===== config.mk =====
export PLATFORM = sky130hd
export DESIGN_NAME = vram_dma
export DESIGN_NICKNAME = d
export VERILOG_FILES = /design/src/rtl/vram_dma.sv
export SDC_FILE = /design/constraint.sdc
export NUM_CORES = 1
export LEC_CHECK = 0
export CAP_MARGIN = 20
export CORE_ASPECT_RATIO = 2
export CORE_MARGIN = 10
export CORE_UTILIZATION = 23
export DETAILED_ROUTE_END_ITERATION = 16
export PLACE_DENSITY = 0.55
export SLEW_MARGIN = 20
export SYNTH_ARGS = -nofsm -noshare
export SYNTH_HDL_FRONTEND = slang
export SYNTH_SLANG_ARGS = --single-unit

===== constraint.sdc =====
create_clock -name cpu_clk -period 4 [get_ports cpu_clk]
set_input_delay 1 -clock cpu_clk [delete_from_list [all_inputs] [get_ports cpu_clk]]
set_output_delay 1 -clock cpu_clk [all_outputs]
set_load 0.01 [all_outputs]

===== src/rtl/vram_dma.sv =====
// vram_dma: halts the CPU and copies a block of bytes from one CPU memory page into VRAM.
// One read issues per cycle while vblank is high; each read becomes a VRAM write READ_LATENCY cycles later.
`ifndef VRAM_ADDR_WIDTH
`define VRAM_ADDR_WIDTH 12
`endif

module vram_dma #(
   parameter int VRAM_ADDR_WIDTH = `VRAM_ADDR_WIDTH,
   parameter int READ_LATENCY    = 1,
   parameter int HALT_SETUP      = 1
) (
   input  logic                       cpu_clk,
   input  logic                       rst,
   input  logic                       start,
   input  logic [7:0]                 src_page,
   input  logic [VRAM_ADDR_WIDTH-1:0] dst_base,
   input  logic [7:0]                 len,
   input  logic                       vblank,
   output logic                       busy,
   output logic                       done,
   output logic                       cpu_halt,
   output logic [15:0]                mem_address,
   output logic                       mem_read_enable,
   input  logic [7:0]                 mem_data_in,
   output logic [VRAM_ADDR_WIDTH-1:0] vram_address,
   output logic [7:0]                 vram_data_out,
   output logic                       vram_write_enable
);

   typedef enum logic [2:0] {S_IDLE, S_HALT, S_XFER, S_DRAIN, S_DONE} state_t;

   state_t                     r_state;
   state_t                     w_state_nxt;
   logic [7:0]                 r_src_page;
   logic [VRAM_ADDR_WIDTH-1:0] r_dst_base;
   logic [8:0]                 r_n;
   logic [8:0]                 r_issued;
   logic [8:0]                 r_written;
   logic [1:0]                 r_halt_cnt;
   logic [READ_LATENCY-1:0]    r_pipe_vld;
   logic [7:0]                 r_pipe_idx [READ_LATENCY];

   logic                       w_rd;
   logic                       w_wr;
   logic                       w_accept;
   logic [8:0]                 w_issued_nxt;
   logic [8:0]                 w_written_nxt;

   assign w_accept      = (r_state == S_IDLE) && start;
   assign w_rd          = (r_state == S_XFER) && vblank && (r_issued != r_n);
   assign w_wr          = r_pipe_vld[READ_LATENCY-1];
   assign w_issued_nxt  = r_issued + {8'd0, w_rd};
   assign w_written_nxt = r_written + {8'd0, w_wr};

   // Completion looks at the post-increment write count so DONE follows the last write directly.
   always_comb begin
      // NOTE: default first so every path assigns the next state and no latch is inferred.
      w_state_nxt = r_state;
      case (r_state)
         S_IDLE:  if (start) w_state_nxt = S_HALT;
         S_HALT:  if (r_halt_cnt == 2'(HALT_SETUP - 1)) w_state_nxt = S_XFER;
         S_XFER: begin
            if (w_written_nxt == r_n)     w_state_nxt = S_DONE;
            else if (w_issued_nxt == r_n) w_state_nxt = S_DRAIN;
         end
         S_DRAIN: if (w_written_nxt == r_n) w_state_nxt = S_DONE;
         S_DONE:  w_state_nxt = S_IDLE;
         default: w_state_nxt = S_IDLE;
      endcase
   end

   assign busy              = (r_state == S_HALT) || (r_state == S_XFER) || (r_state == S_DRAIN);
   assign cpu_halt          = busy;
   assign done              = (r_state == S_DONE);
   assign mem_read_enable   = w_rd;
   assign mem_address       = w_rd ? {r_src_page, r_issued[7:0]} : 16'd0;
   assign vram_write_enable = w_wr;
   assign vram_address      = w_wr ? r_dst_base + VRAM_ADDR_WIDTH'(r_pipe_idx[READ_LATENCY-1])
                                   : '0;
   assign vram_data_out     = w_wr ? mem_data_in : 8'd0;

   always_ff @(posedge cpu_clk) begin
      // NOTE: non-blocking assignments for all sequential state avoid ordering races between blocks.
      if (rst) begin
         r_state    <= S_IDLE;
         r_src_page <= 8'd0;
         r_dst_base <= '0;
         r_n        <= 9'd0;
         r_issued   <= 9'd0;
         r_written  <= 9'd0;
         r_halt_cnt <= 2'd0;
         r_pipe_vld <= '0;
      end else begin
         r_state    <= w_state_nxt;
         r_halt_cnt <= (r_state == S_HALT) ? r_halt_cnt + 2'd1 : 2'd0;
         if (w_accept) begin
            r_src_page <= src_page;
            r_dst_base <= dst_base;
            r_n        <= (len == 8'd0) ? 9'd256 : {1'b0, len};
            r_issued   <= 9'd0;
            r_written  <= 9'd0;
         end else begin
            r_issued   <= w_issued_nxt;
            r_written  <= w_written_nxt;
         end
         r_pipe_vld[0] <= w_rd;
         for (int i = 1; i < READ_LATENCY; i++) r_pipe_vld[i] <= r_pipe_vld[i-1];
      end
   end

   // NOTE: the index stages carry no reset; they are only consumed when their valid bit is set.
   always_ff @(posedge cpu_clk) begin
      r_pipe_idx[0] <= r_issued[7:0];
      for (int i = 1; i < READ_LATENCY; i++) r_pipe_idx[i] <= r_pipe_idx[i-1];
   end

endmodule


==> out/metrics.cfg, run 1 <==
[power]
seq_power_share_pct = 37.9
p_int_w = 0.00142
powerDensity_mw_per_mm2 = 445
p_clk_share_pct = 37.6
peakVddDrop_v = 0.000186
p_sw_share_pct = 30.8
switchingPower_w = 0.000631
leakage_nw = 1.73
power_frac_comb_pct = 24.6

[drt]
antenna_left = 0
drt_iter0_drc = 136
drc_errors = 0
firstDrtPassIters = 4
post_drt_wl_per_cell_um = 15.1
via_count = 2994
wirelength_mm = 10.1
routed_via_density = 4.46

[clock_tree]
clkTransAtPathRegs_ns = 0.05
cts_buffers = 9
cts_buffer_depth = 2
ctsRootBufferMaster = clkbuf_16
cts_tree = done
cts_num_sinks = 61
htreeDepth = 3
worstSkewPairLatency_ns = 0.32
ctsHoldBuffers = 0
cts_setup_buffers = 0

[global_routing]
grt_max_degree = 30
antenna_found_initial = 0
grt_pass1_wl_mm = 16.3
grt_pass1_vias = 3158
track_usage_pct = 10.4
overflow = 0

[logic_synthesis]
syn_inst = 403
synthesis.nets = 457
synth_area_mm2 = 0.00330
synth_area_leaders = dfxtp_1, nand2_1, and2_1
avgSynthCellArea_um2 = 8.19
yosysTopAreaCell = dfxtp_1
synth_top_flop_cell = dfxtp_1
ys_async_sr_fraction_pct = 0
ys_warn_count = 0
netlist.area_leader.share_pct = 37.0
synth.distinct_cells = 51
ys_ff_latch = 61
synth_edf_count = 0
yosysSeqAreaShare_pct = 37.0

[final_layout]
drive_gt1_share_pct = 7.68
synthToLayoutAreaGrowth_pct = 39.5
diodes = 0
final_nets = 531
fin_cells = 671
final_util_pct = 32.9
finalInstanceArea_mm2 = 0.00460

[sta]
final-hold-violation-count = 0
setup_viol = 0
max_slew_margin_pct = 63.9
min_period_ns = 3.86
fin_ws_ns = 0.137
clock.fmax_mhz = 259
final.period_utilization_pct = 96.6
slew_violations = 0
worst_slew_pin_slew_ns = 0.540
skew_ns = 0.00681
setup-tns-final_ns = 0

[placement]
placedCellCount = 655
finalWeightedCongestion = 0.883
hpwlAfterDp_mm = 8.06
pre_cts_slack_ns = 0.208
placedInstanceArea_mm2 = 0.00429
io_buffers = 80

[floorplan]
io_pins = 81
core_mm2 = 0.0140
num_rows = 61
dieArea_mm2 = 0.0198
chipHeight_um = 189
dieWidth_um = 105
initial_core_util_pct = 23.6

[outcome]
outcome = completed

[setup_path]
slowest_delay_ns = 0.53
crit_required_ns = 3.00
worst-path-buf-inv = 1
cp.arrival_ns = 2.86
path_class = flip-flop to output pin
cp_top_family = compound AO/OA/AOI/OAI gates
crit_chain = ha_1 -> fa_1 -> a21o_1 -> a21oi_2 -> o21bai_1 -> a211oi_2 -> o31a_1 -> o21a_1 -> clkdlybuf4s50_1
cp_max_fo = 3
slowest_stage = clkdlybuf4s50_1
cp-start-kind = flip-flop
end_kind = output pin

[job]
maxCapViolCount = 0

[hold_path]
hold_class = flip-flop to flip-flop

[cells in the final DEF (no fill, tap or decap), types with 2 or more instances in the layout]
cell type | Yosys | routed
a41oi_1 | 2 | 2
o211ai_1 | 2 | 2
inv_1 | 6 | 6
o21ai_0 | 5 | 5
nand2b_1 | 3 | 3
clkbuf_16 | 0 | 9
dfxtp_1 | 61 | 61
nand3_1 | 7 | 7
ha_1 | 13 | 13
buf_4 | 6 | 8
and2_1 | 35 | 35
mux2i_1 | 4 | 4
o31a_1 | 2 | 2
clkdlybuf4s50_1 | 0 | 80
nor4_1 | 5 | 5
or3_1 | 2 | 2
nor3_1 | 3 | 3
xor2_1 | 16 | 16
nor2_1 | 26 | 26
o21a_1 | 2 | 2
nand4_1 | 5 | 5
nand3b_1 | 3 | 3
or2_2 | 3 | 3
and3_1 | 5 | 5
xnor2_1 | 19 | 19
and4b_1 | 2 | 2
a211oi_1 | 5 | 4
o221ai_1 | 2 | 2
a21o_1 | 2 | 2
nor2b_1 | 4 | 4
nand2_1 | 74 | 74
clkinv_4 | 0 | 2
a21oi_1 | 41 | 40
[cell usage after synthesis, drive strengths merged, types with 2 or more instances]
cell / number
nand2: 74
dfxtp: 61
a21oi: 41
and2: 35
nor2: 27
xnor2: 19
xor2: 16
clkbuf: 14
ha: 13
buf: 12
nand3: 9
and3: 6
inv: 6
nor4: 6
a211oi: 5
nand4: 5
o21ai: 5
mux2i: 4
nor2b: 4
nand2b: 3
nand3b: 3
nor3: 3
or2: 3
a21o: 2
a41oi: 2
and4b: 2
nor4b: 2
o211ai: 2
o21a: 2
o221ai: 2
o31a: 2
or3: 2
[routing by layer]
layer	global-route usage (%)	wire, µm	vias to the layer above
met5	0	0	-
met4	5.68	234	0
met3	2.45	409	12
met2	20.6	5840	78
met1	9.18	3640	1398
li1	-	-	1506
[worst paths after layout]
path,startpoint,end,slack [ns],cells past startpoint
worst max-delay path,r_dst_base[0],vram_address[10],0.14,9
worst min-delay path,r_issued[0],r_pipe_idx[0][0],0.41,0
worst max register to register,r_issued[6],r_state[0],0.70,13
worst min register to register,r_issued[0],r_pipe_idx[0][0],0.41,0
[power by group through the flow]
stage | logic [W] | registers, W | clock network [W]
finish | 0.000504 | 0.000776 | 0.000770
global route | 0.000573 | 0.000788 | 0.000828
CTS | 0.000517 | 0.000778 | 0.000795
detailed placement | 0.000514 | 0.000791 | 0
global placement | 0.000507 | 0.000788 | 0
floorplan | 0.000355 | 0.000740 | 0
[layout make-up]
cell class                      count  area (µm²)
Fill cell                        1470        9370
Sequential cell                    61        1220
Clock buffer                       11         243
Timing Repair Buffer               89         881
Clock inverter                      5        60.1
Multi-Input combinational cell    310        1940
Inverter                            6        22.5
Tap cell                          189         236
[flip-flops by register name, indices dropped and copies added (netlist names)]
signal,count
r_n,9
r_dst_base,12
r_pipe_idx,8
r_halt_cnt,2
r_written,9
vram_write_enable,1
r_src_page,8
r_issued,9
r_state,3
[cells by family after synthesis]
family | synth area share, %
AND/OR/NAND/NOR | 29.4
AO/OA/AOI/OAI | 12.6
flip-flops | 37.0
XOR/XNOR | 9.29
buffers and inverters | 4.70
adder cells (fa/ha/maj) | 5.54
multiplexers | 1.55
[timing repair]
| action | in CTS | in global routing |
|---|---|---|
| resized for setup | 1 | 1 |
| pin swaps | 0 | 1 |
| setup endpoints to repair | 2 | 2 |
[metrics by stage]
stage	power [W]	hold WS, ns
floorplan	0.00110	0.326
global placement	0.00130	0.409
detailed placement	0.00130	0.408
CTS	0.00209	0.413
global route	0.00219	0.418
finish	0.00205	0.408
No activity file was read; power rests on OpenSTA's default activity.
==> run 2, diff against run 1 <==
Settings changed: RECOVER_POWER set to 25.
==> run 2 against run 1 <==
Net effect: sequential cell count unchanged; maximum frequency about the same; critical path depth unchanged; clock skew about the same; hold slack about the same; sequential share of layout area up 0.080 points; non-clock buffer count unchanged; clock-buffer cell count unchanged; sequential power about the same; highest routed layer unchanged.
==> out/metrics.cfg, run 2 (synthesis gave the netlist of run 1 again) <==
[final_layout]
num-fill-cells = 1476
final_nets = 531
final_common_cell = clkdlybuf4s50_1
finalInstanceArea_mm2 = 0.00459
final_util_pct = 32.8
drive_gt1_share_pct = 7.05
diodes = 0
synthToLayoutAreaGrowth_pct = 39.1
largest_reg_flops = 12
regMostFlops = r_dst_base
layout_common_cells = clkdlybuf4s50_1, nand2_1, dfxtp_1

[global_routing]
grt_max_degree = 30
overflow = 0
track_usage_pct = 10.4
antenna_found_initial = 0
grt_pass1_wl_mm = 16.3
grt_pass1_vias = 3158

[sta]
skew_ns = 0.00684
final.period_utilization_pct = 96.6
worst_slew_pin_slew_ns = 0.900
max_slew_margin_pct = 40.0
clock.fmax_mhz = 259
min_period_ns = 3.86
final-hold-violation-count = 0
slew_violations = 0
hold_ws_ns = 0.409
setup_viol = 0
setup-tns-final_ns = 0

[drt]
met2_length_mm = 5.84
highest_layer = met4
wirelength_mm = 10.1
drc_errors = 0
routed_via_density = 4.45
antenna_left = 0
via_count = 2987
wl_met1_mm = 3.61
met3_length_um = 409
firstDrtPassIters = 4
post_drt_wl_per_cell_um = 15.0
drt_iter0_drc = 128

[setup_path]
cp-start-kind = flip-flop
cp.arrival_ns = 2.86
crit_required_ns = 3.00
r2r_cells = 13
cp-endpoint = vram_address[10]
slowest_delay_ns = 0.53
cp_max_fo = 3
path_class = flip-flop to output pin
crit_chain = ha_1 -> fa_1 -> a21o_1 -> a21oi_2 -> o21bai_1 -> a211oi_2 -> o31a_1 -> o21a_1 -> clkdlybuf4s50_1
slowest_stage = clkdlybuf4s50_1
startpoint = r_dst_base[0]
worst-r2r-setup-slack_ns = 0.71
r2r-start = r_issued[6]
r2r-end = r_state[0]
end_kind = output pin

[clock_tree]
cts_tree = done
worstSkewPairLatency_ns = 0.32
ctsHoldBuffers = 0
cts_num_sinks = 61
ctsRootBufferMaster = clkbuf_16
cts_buffers = 9
htreeDepth = 3
clkTransAtPathRegs_ns = 0.05
cts_buffer_depth = 2

[placement]
finalWeightedCongestion = 0.883
placedInstanceArea_mm2 = 0.00429
io_buffers = 80
hpwlAfterDp_mm = 8.06

[floorplan]
io_pins = 81
chipHeight_um = 189
initial_core_util_pct = 23.6
core_mm2 = 0.0140
num_rows = 61
dieArea_mm2 = 0.0198
dieWidth_um = 105

[hold_path]
hold_class = flip-flop to flip-flop

[power]
peakVddDrop_v = 0.000184
powerDensity_mw_per_mm2 = 444
leakage_nw = 1.72

[outcome]
outcome = completed

[job]
maxCapViolCount = 0

[run 2: changes by cell type in the layout (fill, tap and decap cells not counted), sizes merged]
cell / delta
buf: -2
clkbuf: +2
clkdlybuf4s50: -2
dlygate4sd3: +2
[run 2: what timing repair did]
| item | in CTS | in global routing |
|---|---|---|
| endpoints found under the hold margin | 0 | 0 |
| buffers inserted | 0 | 0 |
| endpoints found under the setup margin | 2 | 2 |
| gates resized for setup | 1 | 1 |
| pin swaps | 0 | 1 |
[run 2: layout make-up]
| class | count | area, µm² | area share, % |
|---|---|---|---|
| Clock buffer | 11 | 243 | 5.29 |
| Clock inverter | 5 | 60.1 | 1.31 |
| Inverter | 6 | 22.5 | 0.491 |
| Multi-Input combinational cell | 310 | 1930 | 42.1 |
| Sequential cell | 61 | 1220 | 26.6 |
| Tap cell | 189 | 236 | 5.15 |
| Timing Repair Buffer | 89 | 873 | 19.0 |
[run 2: worst min path at each step]
| stage | to | startpoint | depth (start not counted) | slack, ns |
|---|---|---|---|---|
| final | r_pipe_idx[0][0] | r_issued[0] | 0 | 0.41 |
| after global routing | r_pipe_idx[0][0] | r_issued[0] | 0 | 0.42 |
| after CTS | r_pipe_idx[0][0] | r_issued[0] | 0 | 0.41 |
| after detailed placement | r_pipe_idx[0][0] | r_issued[0] | 0 | 0.41 |
| after global placement | r_pipe_idx[0][0] | r_issued[0] | 0 | 0.41 |
| after floorplan | r_pipe_idx[0][3] | r_issued[3] | 0 | 0.33 |
[run 2: report_power, final]
part	internal, W	switching [W]	total (W)
clock network	0.000500	0.000270	0.000770
registers	0.000683	0.0000922	0.000775
logic	0.000229	0.000266	0.000495
[run 2: metrics by stage]
stage                     worst slack (ns)  cells  total power, W
final                                0.137    671         0.00204
after global routing              -0.00210    671         0.00218
after CTS                           0.0184    671         0.00209
after detailed placement             0.208    655         0.00130
after global placement               0.234    655         0.00130
after floorplan                      0.626    403         0.00110
[run 2: per-layer routing]
metal	up-vias	track usage, %
li1	1504	-
met1	1393	9.18
met2	78	20.6
met3	12	2.45
met4	0	5.68
met5	-	0
[run 2: worst max-delay path: cells and delay by family, from the launching register on]
kind,cells,cell delay [ns]
AOI/OAI and AO/OA,6,1.08
adders and majority gates,2,0.63
DFF,1,0.31
buffers and inverters,1,0.53
